## config.mk

```make
export PLATFORM = sky130hd
export DESIGN_NAME = pipelined_adder
export DESIGN_NICKNAME = d
export VERILOG_FILES = /design/src/rtl/pipelined_adder_pkg.sv /design/src/rtl/pipelined_adder_chunk.sv /design/src/rtl/pipelined_adder.sv
export SDC_FILE = /design/constraint.sdc
export NUM_CORES = 1
export LEC_CHECK = 0
export BUFFER_PORTS_ARGS = -buffer_cell sky130_fd_sc_hd__buf_4
export CELL_PAD_IN_SITES_DETAIL_PLACEMENT = 1
export CELL_PAD_IN_SITES_GLOBAL_PLACEMENT = 1
export CORE_MARGIN = 2
export CORE_UTILIZATION = 44
export DETAILED_ROUTE_END_ITERATION = 6
export MAX_ROUTING_LAYER = met4
export PLACE_DENSITY_LB_ADDON = 0.05
export REMOVE_ABC_BUFFERS = 1
export SLEW_MARGIN = 20
export SYNTH_ARGS = -nofsm -noshare
export SYNTH_HDL_FRONTEND = slang
export SYNTH_HIERARCHICAL = 1
export SYNTH_SLANG_ARGS = --single-unit
```

## constraint.sdc

```tcl
create_clock -name clk -period 2.95 [get_ports clk]
set_input_delay 0.295 -clock clk [delete_from_list [all_inputs] [get_ports clk]]
set_output_delay 0.295 -clock clk [all_outputs]
set_load 0.02 [all_outputs]
```

## src/rtl/pipelined_adder_pkg.sv

```systemverilog
// Shared helpers for pipelined_adder: chunk-width computation and parameter legality.
package pipelined_adder_pkg;

  localparam int DEFAULT_WIDTH  = 16;
  localparam int DEFAULT_STAGES = 4;

  function automatic int chunk_width(input int width, input int stages);
    return (stages > 0) ? (width / stages) : width;
  endfunction

  // WIDTH must split into STAGES equal, non-empty chunks.
  function automatic bit params_ok(input int width, input int stages);
    return (stages >= 1) && (stages <= width) && ((width % stages) == 0);
  endfunction

endpackage

```

## src/rtl/pipelined_adder_chunk.sv

```systemverilog
// Combinational CHUNK-bit ripple-carry adder; one instance per pipeline stage.
module adder_chunk
  import pipelined_adder_pkg::*;
#(
  parameter int CHUNK = 4
) (
  input  logic [CHUNK-1:0] a,
  input  logic [CHUNK-1:0] b,
  input  logic             cin,
  output logic [CHUNK-1:0] sum,
  output logic             cout
);

  logic carry;

  always_comb begin
    carry = cin;
    sum   = '0;
    for (int i = 0; i < CHUNK; i++) begin
      sum[i] = a[i] ^ b[i] ^ carry;
      carry  = (a[i] & b[i]) | (carry & (a[i] ^ b[i]));
    end
    cout = carry;
  end

endmodule

```

## src/rtl/pipelined_adder.sv

```systemverilog
// Pipelined adder with STAGES chunked carry stages and valid/ready handshaking.
// Optional signed-overflow output enabled by defining PIPELINED_ADDER_OVF_EN.
module pipelined_adder
  import pipelined_adder_pkg::*;
#(
  parameter int WIDTH  = DEFAULT_WIDTH,
  parameter int STAGES = DEFAULT_STAGES
) (
  input  logic             clk,
  input  logic             rst,
  input  logic             in_valid,
  output logic             in_ready,
  input  logic [WIDTH-1:0] a,
  input  logic [WIDTH-1:0] b,
  input  logic             cin,
  output logic             out_valid,
  input  logic             out_ready,
  output logic [WIDTH-1:0] sum,
  output logic             cout
`ifdef PIPELINED_ADDER_OVF_EN
  ,
  output logic             ovf
`endif
);

  localparam int CHUNK = chunk_width(WIDTH, STAGES);

  if (!params_ok(WIDTH, STAGES)) begin : g_bad_params
    $error("pipelined_adder: WIDTH must be a multiple of STAGES and 1 <= STAGES <= WIDTH");
  end

  // Handshake: a beat transfers on any rising edge where valid && ready.
  // The whole pipe moves as one shift register: adv=1 shifts every stage
  // (bubbles included), adv=0 freezes every register. in_ready is adv itself.
  logic adv;
  assign adv      = !out_valid || out_ready;
  assign in_ready = adv;

  // Stage k holds the not-yet-added operand bits [WIDTH-1 : k*CHUNK] (skew)
  // and the sum bits already produced [k*CHUNK-1 : 0] (deskew).
  for (genvar k = 0; k < STAGES; k++) begin : stg
    localparam int REM = WIDTH - k * CHUNK;

    logic                   vld;
    logic [REM-1:0]         rem_a;
    logic [REM-1:0]         rem_b;
    logic                   carry;
    logic [CHUNK-1:0]       csum;
    logic                   cco;
    logic [(k+1)*CHUNK-1:0] res;

    adder_chunk #(.CHUNK(CHUNK)) u_chunk (
      .a    (rem_a[CHUNK-1:0]),
      .b    (rem_b[CHUNK-1:0]),
      .cin  (carry),
      .sum  (csum),
      .cout (cco)
    );

    if (k == 0) begin : g_load
      always_ff @(posedge clk or posedge rst) begin
        if (rst) begin
          vld <= 1'b0;
        end else if (adv) begin
          vld <= in_valid;
        end
      end

      always_ff @(posedge clk) begin
        if (adv && in_valid) begin
          rem_a <= a;
          rem_b <= b;
          carry <= cin;
        end
      end

      assign res = csum;
    end else begin : g_load
      logic [k*CHUNK-1:0] done_q;

      always_ff @(posedge clk or posedge rst) begin
        if (rst) begin
          vld <= 1'b0;
        end else if (adv) begin
          vld <= stg[k-1].vld;
        end
      end

      always_ff @(posedge clk) begin
        if (adv && stg[k-1].vld) begin
          rem_a  <= stg[k-1].rem_a[REM+CHUNK-1:CHUNK];
          rem_b  <= stg[k-1].rem_b[REM+CHUNK-1:CHUNK];
          carry  <= stg[k-1].cco;
          done_q <= stg[k-1].res;
        end
      end

      assign res = {csum, done_q};
    end
  end

  logic             last_vld;
  logic [WIDTH-1:0] last_res;
  logic             last_cout;
  assign last_vld  = stg[STAGES-1].vld;
  assign last_res  = stg[STAGES-1].res;
  assign last_cout = stg[STAGES-1].cco;

`ifdef PIPELINED_ADDER_OVF_EN
  // Sign bits of a and b ride along in the skewed operand chunk of the last stage.
  logic last_ovf;
  assign last_ovf = (stg[STAGES-1].rem_a[CHUNK-1] == stg[STAGES-1].rem_b[CHUNK-1]) &&
                    (stg[STAGES-1].csum[CHUNK-1] != stg[STAGES-1].rem_a[CHUNK-1]);
`endif

  always_ff @(posedge clk or posedge rst) begin
    if (rst) begin
      out_valid <= 1'b0;
      sum       <= '0;
      cout      <= 1'b0;
`ifdef PIPELINED_ADDER_OVF_EN
      ovf       <= 1'b0;
`endif
    end else if (adv) begin
      out_valid <= last_vld;
      if (last_vld) begin
        sum  <= last_res;
        cout <= last_cout;
`ifdef PIPELINED_ADDER_OVF_EN
        ovf  <= last_ovf;
`endif
      end
    end
  end

endmodule

```

==> reports/results.txt, run 1 <==
Status -> complete, no violations
FF-to-FF Start -> stg[1].rem_a[0]
Critical Path RT -> 3330 ps
Relative slew slack -> 37.17%
Crit share post-route -> 73.75%
CP Launch Type -> flop
Cell-by-cell trace of the critical path -> fa_1 > inv_1 > fa_1 > inv_1 > fa_1 > inv_1 > fa_1 > inv_1
Final Non-Filler Cells -> 475
P&R area growth vs syn -> 33.32%
Post-route ant nets -> 0
CTS tree -> yes
Worst path bufs/invs -> 4
Combinational share of power -> 20.7%
Library cells used by synthesis -> 12
Largest net degree at the start of global routing -> 34
Core Rows -> 37
Crit path launch -> stg[1].rem_a[0]
Later-pin clock latency in the skew report -> 510 ps
I/O pin cnt -> 56
Setup-failing EPs final -> 0
Die height -> 106.4 um
Unrepaired setup endpoints after global routing -> no
Clock Power Share -> 33.5%
P_leak -> 2.481 nW
Primary FF master, synth -> edfxtp_1
Asr flop ratio synth -> 16.92%
Min Clock Period, post-route -> 2176 ps
Clock Path Buffers -> 2
Sw Pwr -> 1.669 mW
Drt first pass iters -> 4
Vias in the first global route -> 2263
Area leader, netlist -> edfxtp_1
WL per Instance -> 14.04 um
Total Power -> 6.368 mW
Dpl cells -> 410
Internal power -> 4.698 mW
Pwr/cell area -> 1035 nW/um^2
Initial antenna violation count -> 0
First-pass GRT wire length -> 11.03 mm
Flop pwr share -> 45.9%
Top cells by count, synth -> edfxtp_1 (108), inv_1 (41), dfrtp_1 (22)
Fin. Hold Viols -> 0
Skew final -> 12.51 ps
Grt total ovfl -> 0
FF/Latch Area -> 3794 sq um
Switching Share -> 26.22%
Effective utilization at floorplan -> 45.10%
Top-area cell type share of the netlist area -> 70.28%
Top post-synthesis cells by area -> edfxtp_1 (70%), dfrtp_1 (12%), fa_1 (6.9%)
Peak supply drop -> 0.4450 mV
Dpl hpwl -> 3.981 mm
CP endpoint kind -> flop
Ratio of cells with drive above 1 in the final layout -> 33.04%
Fillers -> 913
Via count -> 2078
Most frequent cell after synthesis -> edfxtp_1
Post-synthesis cell count -> 217
CTS root buf -> clkbuf_8
ANT cells -> 0
DIE AREA -> 11320 sq um
Die width -> 106.4 um
Slowest cell delay on critical path -> 420 ps
Hold Path Class -> input pin to async pin
1st-iter DRT viols -> 51
Routability cong. -> 0.7472
Max FO, Critical Path -> 1
GRT Overall Usage -> 13.90%
Max Clock Freq -> 0.4596 GHz
Worst slew pin tran -> 941.4 ps
Total setup buffers inserted after CTS -> 0
WS Path Type -> flop to flop
Crit path max-delay cell type -> fa_1
Final core utilization -> 60.13%
Fin nets -> 379
Syn_area_per_cell -> 21.26 sq um
Setup TNS -> 0 ps
Via-to-Cell Ratio -> 4.375
Max-cap violations -> 0
Crit path max-delay family -> adder cells
Clock slew at reported path FFs -> 60 ps
DRC -> 0
Multi-input logic area -> 650.6 sq um
Routed WL -> 6.670 mm
Min Hold Slack -> 5.076 ps
Synthesized cell area -> 4614 sq um
Slew Limit Fails -> 0
Clk sinks -> 130
EDFF count, synth -> 108
Synth warn -> 6
Count of input and output buffers -> 55
CORE AREA -> 10230 sq um
Number of buffers created by CTS -> 17
Crit path DAT -> 2560 ps
Htree depth -> 4
Yosys reg bits -> 130
Post-synthesis sequential area ratio -> 82.21%
==> per-layer routing <==
layer	track usage, %	up-vias	share of wire (%)
met5	-	-	0
met4	5.921	0	0.93
met3	5.150	10	4.9
met2	24.08	51	57
met1	14.12	1042	37
li1	-	975	-
==> layout by cell type (no fill, tap or decap) <==
master	n
and2_1	4
buf_4	59
nand2_4	1
bufinv_16	4
dlygate4sd3_1	33
mux2_4	10
nand2b_4	1
clkinv_4	3
clkbuf_1	2
edfxtp_1	108
nand2b_1	1
clkbuf_8	1
fa_1	16
mux2_2	11
dfrtp_1	22
clkinvlp_4	5
clkbuf_16	16
inv_1	41
clkinv_2	1
==> kinds of logic after synthesis <==
logic type | Yosys count | share of synthesized area, %
adders and majority gates | 16 | 6.941
DFF | 130 | 82.21
and+or+nand+nor | 7 | 1.220
buffers and inverters | 43 | 3.688
muxes | 21 | 5.938
==> power groups by stage <==
stage | Combinational [mW] | Clock [mW] | Sequential, mW
6_report | 1.32 | 2.13 | 2.92
2_1_floorplan | 0.692 | 0 | 3.06
3_5_place_dp | 1.32 | 0 | 2.97
3_3_place_gp | 1.27 | 0 | 2.94
4_1_cts | 1.36 | 2.17 | 2.93
5_1_grt | 1.47 | 2.26 | 2.98
==> worst paths after layout <==
kind | slack [ps] | end | cells after the start
worst max-delay path | 770 | stg[2].g_load.done_q[7] | 8
worst min-delay path | 5 | sum[14] | 2
worst max register to register | 770 | stg[2].g_load.done_q[7] | 8
worst min register to register | 410 | stg[2].rem_a[6] | 0
max in group asynchronous | 2360 | sum[9] | 2
min in group clk | 30 | stg[0].vld | 2
==> final cells by class <==
class	instances	area share, %
tap	136	2.766
timing repair buffer	92	12.57
clock buffer	19	6.854
multi-input combinational	44	10.58
clock inverter	13	3.071
sequential	130	61.66
inverter	41	2.502
==> worst register-to-register path: cells and delay by family, from the launching register on <==
family	cells	cell delay (ps)
fa+ha+maj	4	1380
flops	1	400
buf+inv	4	280
==> registers in the layout, indices dropped and copies added (netlist names), 3 cells and up <==
name	cells
stg.carry	4
stg.g_load.done_q	24
stg.rem_a	40
stg.rem_b	40
stg.vld	3
sum	16
==> per-stage QoR <==
| stage | cell area (sq um) | setup WS (ps) |
|---|---|---|
| floorplan | 4598 | 866.2 |
| global placement | 5211 | 804.8 |
| detailed placement | 5211 | 781.8 |
| CTS | 6152 | 752.7 |
| global route | 6152 | 638.4 |
| finish | 6152 | 774.4 |
==> what timing repair did <==
action | 4_1_cts | 5_1_grt
hold buffers | 33 | 0
gates resized for setup | 0 | 0
endpoints found under the hold margin | 33 | 0
Power figures use the tool's default switching activity.
==> run 2, diff against run 1 <==
==> constraint.sdc (replaced) <==
create_clock -name clk -period 1.8 [get_ports clk]
set_input_delay 0.18 -clock clk [delete_from_list [all_inputs] [get_ports clk]]
set_output_delay 0.18 -clock clk [all_outputs]
set_load 0.02 [all_outputs]
==> run 2 against run 1 <==
The flow now finishes with violations (setup timing); combinational power rose by 75%; critical path depth rose by 1; sequential share of layout area fell by 1.3 points; clock-buffer cell count did not move; non-clock buffer count rose by 3; sequential power rose by 64%; largest power group unchanged; final cell count rose by 0.63%; die area did not move; register-to-register slack got worse by 1100 ps; wire length rose by 4.7%; largest cell class unchanged.
==> reports/results.txt, run 2 (synthesis results as in run 1) <==
Worst path bufs/invs -> 4 (unchanged)
Drt first pass iters -> 4 (unchanged)
Die height -> 106.4 um (unchanged)
Crit path max-delay cell type -> fa_2
Ratio of cells with drive above 1 in the final layout -> 39.77% (+6.7 points)
Worst slew pin tran -> 334.0 ps (-607.4 ps)
Status -> finished with violations
WL per Instance -> 14.61 um (+4.0%)
First-pass GRT wire length -> 11.23 mm (+1.8%)
Crit share post-route -> 119.7% (+46 points)
Setup-failing EPs final -> 9 (+9)
Total Power -> 10.86 mW (+71%)
Skew final -> 7.874 ps (-4.638 ps)
Largest regs -> stg.rem_a (40), stg.rem_b (40), stg.g_load.done_q (24)
Max FO, Critical Path -> 1 (unchanged)
CORE AREA -> 10230 sq um (unchanged)
Effective utilization at floorplan -> 45.10% (unchanged)
Fin nets -> 382 (+0.79%)
Min Hold Slack -> 39.66 ps (+34.58 ps)
Worst setup margin -> -354.2 ps (-1129 ps)
DRC -> 0 (unchanged)
I/O pin cnt -> 56 (unchanged)
Most common cell after layout, fill and taps aside -> edfxtp_1
Dpl cells -> 411 (+0.24%)
DIE AREA -> 11320 sq um (unchanged)
Cell Area, Placed -> 5244 sq um (+0.62%)
Slew Limit Fails -> 0 (unchanged)
Core Rows -> 37 (unchanged)
Post-route cell area -> 6284 sq um (+2.1%)
Count of input and output buffers -> 55 (unchanged)
Grt total ovfl -> 0 (unchanged)
Clock slew at reported path FFs -> 60 ps (about the same)
Routability cong. -> 0.7508 (+0.48%)
CTS tree -> yes
Fillers -> 890 (-2.5%)
Min Clock Period, post-route -> 2154 ps (-21.44 ps)
Die width -> 106.4 um (unchanged)
Max-cap violations -> 0 (unchanged)
Unrepaired setup endpoints after global routing -> yes
CP endpoint kind -> flop
Critical Path RT -> 2250 ps (-1080 ps)
Dpl hpwl -> 4.057 mm (+1.9%)
GRT Overall Usage -> 14.29% (+0.39 points)
Peak supply drop -> 0.8528 mV (+92%)
ANT cells -> 0 (unchanged)
1st-iter DRT viols -> 67 (+31%)
Clock Path Buffers -> 2 (unchanged)
Slowest cell delay on critical path -> 430 ps (about the same)
Hold Path Class -> input pin to flop
Number of buffers created by CTS -> 17 (unchanged)
Relative slew slack -> 77.73% (+41 points)
Via-to-Cell Ratio -> 4.412 (+0.85%)
WS Path Type -> flop to flop
CTS root buf -> clkbuf_8
Via count -> 2109 (+1.5%)
Failing checks -> setup timing
Fin. Hold Viols -> 0 (unchanged)
Clk sinks -> 130 (unchanged)
Crit path DAT -> 2610 ps (+50 ps)
CP Launch Type -> flop
Crit path max-delay family -> adder cells
Routed WL -> 6.982 mm (+4.7%)
Final Non-Filler Cells -> 478 (+0.63%)
Pwr/cell area -> 1729 nW/um^2 (+67%)
Most frequent cells in the layout -> edfxtp_1 (108), buf_4 (58), dlygate4sd3_1 (35)
P&R area growth vs syn -> 36.17%
Total setup buffers inserted after CTS -> 0 (unchanged)
Post-route ant nets -> 0 (unchanged)
Cell-by-cell trace of the critical path -> fa_2 > inv_2 > fa_2 > inv_2 > fa_2 > inv_2 > fa_2 > inv_2 > mux2_4
Largest net degree at the start of global routing -> 34 (unchanged)
Later-pin clock latency in the skew report -> 510 ps (about the same)
Htree depth -> 4 (unchanged)
Vias in the first global route -> 2376 (+5.0%)
Max Clock Freq -> 0.4642 GHz (+1.0%)
Initial antenna violation count -> 0 (unchanged)
P_leak -> 2.514 nW (+1.3%)
[run 2: cell types whose count changed in the layout (fill, tap and decap cells not counted), moves of 2 or more]
cell,change
fa_2,+12
buf_12,+2
fa_1,-12
bufinv_16,+2
inv_2,+12
inv_1,-12
dlygate4sd3_1,+2
clkinvlp_4,-3
[run 2: routing by layer]
layer / global-route usage (%) / wire (um) / share of wire, %
met1: 13.67 / 2595 / 37
met2: 25.87 / 3978 / 57
met3: 4.966 / 269 / 3.9
met4: 6.203 / 139 / 2.0
met5: - / 0 / 0
[run 2: path summary, 6_finish.rpt]
kind                                       from         endpoint  slack [ps]  depth (start not counted)
worst max-delay path            stg[3].rem_a[0]          sum[15]        -350                          9
min in group asynchronous                   rst           sum[1]         280                          4
worst min register to register  stg[1].rem_b[6]  stg[2].rem_b[2]         420                          0
worst max register to register  stg[3].rem_a[0]          sum[15]        -350                          9
max in group asynchronous                   rst           sum[7]        1280                          4
worst min-delay path                  out_ready        out_valid          40                          3
[run 2: area by class of cell]
cell class	instances	area, sq um	share of cell area [%]
inverter	41	153.9	2.449
clock inverter	13	234.0	3.724
clock buffer	19	421.7	6.710
sequential	130	3794	60.37
tap	136	170.2	2.708
multi-input combinational	44	684.4	10.89
timing repair buffer	95	825.8	13.14
[run 2: timing repair]
action | in CTS | in global routing
pin swaps | 6 | 4
endpoints found under the hold margin | 56 | 0
resized for setup | 23 | 2
setup endpoints to repair | 11 | 11
hold buffers | 35 | 0
cloned | 0 | 0
[run 2: metrics by stage]
step | setup TNS [ps] | util (%) | setup slack, ps
finish | -1821 | 61.42 | -354.2
global placement | -2126 | 51.25 | -345.9
global route | -2500 | 61.42 | -408.1
CTS | -1932 | 61.39 | -380.0
detailed placement | -2602 | 51.25 | -457.3
floorplan | -5811 | - | -283.8
[run 2: power by group]
group | switching, mW | internal (mW) | leakage (nW) | total (mW)
logic | 1.20 | 1.11 | 0.920 | 2.31
registers | 0.369 | 4.43 | 1.28 | 4.80
clock network | 1.22 | 2.53 | 0.310 | 3.75
[run 2: worst reg2reg max path: stages, from the launching register on]
cell	delay, ps
edfxtp_1	400
fa_2	400
inv_2	60
fa_2	180
inv_2	40
fa_2	330
inv_2	70
fa_2	430
inv_2	50
mux2_4	130
==> run 3, diff against run 2 <==
--- a/config.mk
+++ b/config.mk
@@ -5,6 +5,7 @@
 export SDC_FILE = /design/constraint.sdc
 export NUM_CORES = 1
 export LEC_CHECK = 0
+export ABC_AREA = 1
 export BUFFER_PORTS_ARGS = -buffer_cell sky130_fd_sc_hd__buf_4
 export CELL_PAD_IN_SITES_DETAIL_PLACEMENT = 1
 export CELL_PAD_IN_SITES_GLOBAL_PLACEMENT = 1
==> run 3 against run 2 <==
The run still ends with setup timing left; wire length up 2.3%; sequential share of layout area is 1.4 points higher; worst setup slack worse by 2.6 ps; clock skew is 1.5 ps higher; clock power decreased by 21%; combinational power down 8.7%; hold slack better by 350 ps; register-to-register slack about the same; global-route usage rose by 0.50 points; synthesized cell count up 21%; critical endpoint unchanged; largest cell class unchanged.
==> reports/results.txt, run 3 <==
Status -> finished with violations
Failing checks -> setup timing
Routability cong. -> 0.7323 (-2.5%)
Most frequent cell after synthesis -> edfxtp_1
Initial antenna violation count -> 0 (unchanged)
Post-route ant nets -> 0 (unchanged)
Syn_area_per_cell -> 17.53 sq um (-18%)
ANT cells -> 0 (unchanged)
Largest regs -> stg.rem_a (40), stg.rem_b (40), stg.g_load.done_q (24)
Drt first pass iters -> 4 (unchanged)
Setup-failing EPs final -> 9 (unchanged)
Cell Area, Placed -> 5216 sq um (-0.53%)
Clock slew at reported path FFs -> 60 ps (about the same)
First-pass GRT wire length -> 12.07 mm (+7.5%)
Multi-input logic area -> 625.6 sq um (-8.6%)
Effective utilization at floorplan -> 45.05% (-0.049 points)
Asr flop ratio synth -> 16.92% (unchanged)
DIE AREA -> 11310 sq um (-0.10%)
Top cells by count, synth -> edfxtp_1 (108), inv_1 (47), nand2_1 (42)
WS Path Type -> flop to flop
Worst setup margin -> -356.8 ps (-2.621 ps)
Hold Path Origin -> a[1]
Crit path DAT -> 2600 ps (about the same)
Top-area cell type share of the netlist area -> 70.36% (+0.076 points)
GRT Overall Usage -> 14.79% (+0.50 points)
Number of buffers created by CTS -> 17 (unchanged)
Max Clock Freq -> 0.4637 GHz (-0.12%)
Flop2flop setup slack -> -360 ps (about the same)
Setup TNS -> -1673 ps (+148.3 ps)
Htree depth -> 4 (unchanged)
Synth warn -> 6 (unchanged)
Crit path max-delay cell type -> edfxtp_1
Worst slew pin tran -> 836.7 ps (+502.7 ps)
CP endpoint kind -> flop
Critical Path RT -> 2240 ps (about the same)
Most common cell after layout, fill and taps aside -> edfxtp_1
CTS tree -> yes
Ratio of cells with drive above 1 in the final layout -> 27.91% (-12 points)
P_leak -> 2.554 nW (+1.6%)
CORE AREA -> 10230 sq um (unchanged)
Vias in the first global route -> 2534 (+6.6%)
Hold Path Sink -> stg[0].rem_a[1]
WL per Instance -> 13.65 um (-6.5%)
Synthesized cell area -> 4609 sq um (-0.11%)
Routed WL -> 7.140 mm (+2.3%)
Post-route cell area -> 6140 sq um (-2.3%)
Cell-by-cell trace of the critical path -> fa_2 > inv_2 > fa_2 > inv_2 > fa_2 > inv_2 > fa_1 > inv_1 > nand3_1 > nand2_1
Pwr/cell area -> 1618 nW/um^2 (-6.4%)
Post-synthesis sequential area ratio -> 82.30% (+0.089 points)
P&R area growth vs syn -> 33.20%
Top post-synthesis cells by area -> edfxtp_1 (70%), dfrtp_1 (12%), fa_1 (6.9%)
Area leader, netlist -> edfxtp_1
Slowest cell delay on critical path -> 410 ps (-20 ps)
Max-cap violations -> 0 (unchanged)
Fillers -> 960 (+7.9%)
Most frequent cells in the layout -> edfxtp_1 (108), buf_4 (58), nand2_1 (42)
Via-to-Cell Ratio -> 4.373 (-0.89%)
R2R cell count -> 10 (+1)
Relative slew slack -> 44.16% (-34 points)
Post-synthesis cell count -> 263 (+21%)
Fin nets -> 427 (+12%)
Core Rows -> 37 (unchanged)
Hold Path Class -> input pin to flop
Library cells used by synthesis -> 12 (unchanged)
Crit share post-route -> 119.8% (+0.15 points)
Min Hold Slack -> 389.4 ps (+349.8 ps)
Skew final -> 9.400 ps (+1.526 ps)
I/O pin cnt -> 56 (unchanged)
Max FO, Critical Path -> 1 (unchanged)
Via count -> 2287 (+8.4%)
Total setup buffers inserted after CTS -> 0 (unchanged)
Unrepaired setup endpoints after global routing -> yes
Fin. Hold Viols -> 0 (unchanged)
Min Clock Period, post-route -> 2157 ps (+2.621 ps)
Die width -> 106.4 um (about the same)
Later-pin clock latency in the skew report -> 500 ps (about the same)
Largest net degree at the start of global routing -> 34 (unchanged)
FF-to-FF Start -> stg[3].carry
Reg2reg end -> sum[15]
Primary FF master, synth -> edfxtp_1
DRC -> 0 (unchanged)
CP Launch Type -> flop
Clk sinks -> 130 (unchanged)
Yosys reg bits -> 130 (unchanged)
Die height -> 106.4 um (about the same)
1st-iter DRT viols -> 81 (+21%)
Slew Limit Fails -> 0 (unchanged)
Peak supply drop -> 0.6915 mV (-19%)
CTS root buf -> clkbuf_8
EDFF count, synth -> 108 (unchanged)
FF/Latch Area -> 3794 sq um (unchanged)
Count of input and output buffers -> 55 (unchanged)
Total Power -> 9.931 mW (-8.6%)
Grt total ovfl -> 0 (unchanged)
Dpl hpwl -> 4.329 mm (+6.7%)
Hold depth -> 2 (-1)
Clock Path Buffers -> 2 (unchanged)
[run 3: kinds of logic after synthesis]
kind of cell / count (synthesis) / synth area share [%]
AOI/OAI and AO/OA: 1 / 0.1085
DFF: 130 / 82.30
and+or+nand+nor: 64 / 5.972
buffers and inverters: 52 / 4.669
adders and majority gates: 16 / 6.949
[run 3: worst max path at each step]
stage	start	end	slack [ps]	cells after the start
floorplan	stg[3].rem_a[0]	sum[15]	-310	10
global placement	stg[3].rem_a[0]	sum[15]	-380	10
detailed placement	stg[3].rem_a[0]	sum[15]	-450	10
CTS	stg[3].carry	sum[15]	-370	10
global route	stg[3].carry	sum[15]	-450	10
finish	stg[3].carry	sum[15]	-360	10
[run 3: layout make-up]
class / count / area share [%]
Sequential cell: 130 / 61.79
Timing Repair Buffer: 97 / 13.78
Multi-Input combinational cell: 81 / 10.19
Clock buffer: 26 / 8.131
Inverter: 47 / 2.873
Tap cell: 136 / 2.772
Clock inverter: 6 / 0.4687
[run 3: per-stage QoR]
stage	util, %	worst slack, ps	std cells
2_1_floorplan	-	-311.7	258
3_3_place_gp	50.98	-377.8	454
3_5_place_dp	50.98	-452.4	454
4_1_cts	59.99	-369.5	523
5_1_grt	60.01	-454.7	523
6_report	60.01	-356.8	523
[run 3: power breakdown]
group / total [mW] / switching, mW / leakage (nW) / internal [mW]
Combinational: 2.11 / 1.28 / 0.993 / 0.829
Clock: 2.98 / 1.11 / 0.263 / 1.87
Sequential: 4.85 / 0.409 / 1.30 / 4.44
Total: 9.93 / 2.80 / 2.55 / 7.14
[run 3: per-layer routing]
metal	track usage, %	vias to the layer above	share of wire [%]
li1	-	1103	-
met1	17.64	1117	45
met2	23.26	58	50
met3	4.537	9	3.6
met4	6.767	0	1.2
met5	-	-	0
[run 3: worst max-delay path, delay by kind of cell (launching register included)]
| family | cells | cell delay [ps] |
|---|---|---|
| fa+ha+maj | 4 | 1310 |
| buf+inv | 4 | 220 |
| flops | 1 | 410 |
| simple gates | 2 | 160 |
[run 3: what timing repair did]
item / 4_1_cts / 5_1_grt
pin swaps: 5 / 0
hold buffers: 37 / 0
endpoints found under the hold margin: 58 / 0
gates resized for setup: 18 / 3
setup endpoints to repair: 12 / 11
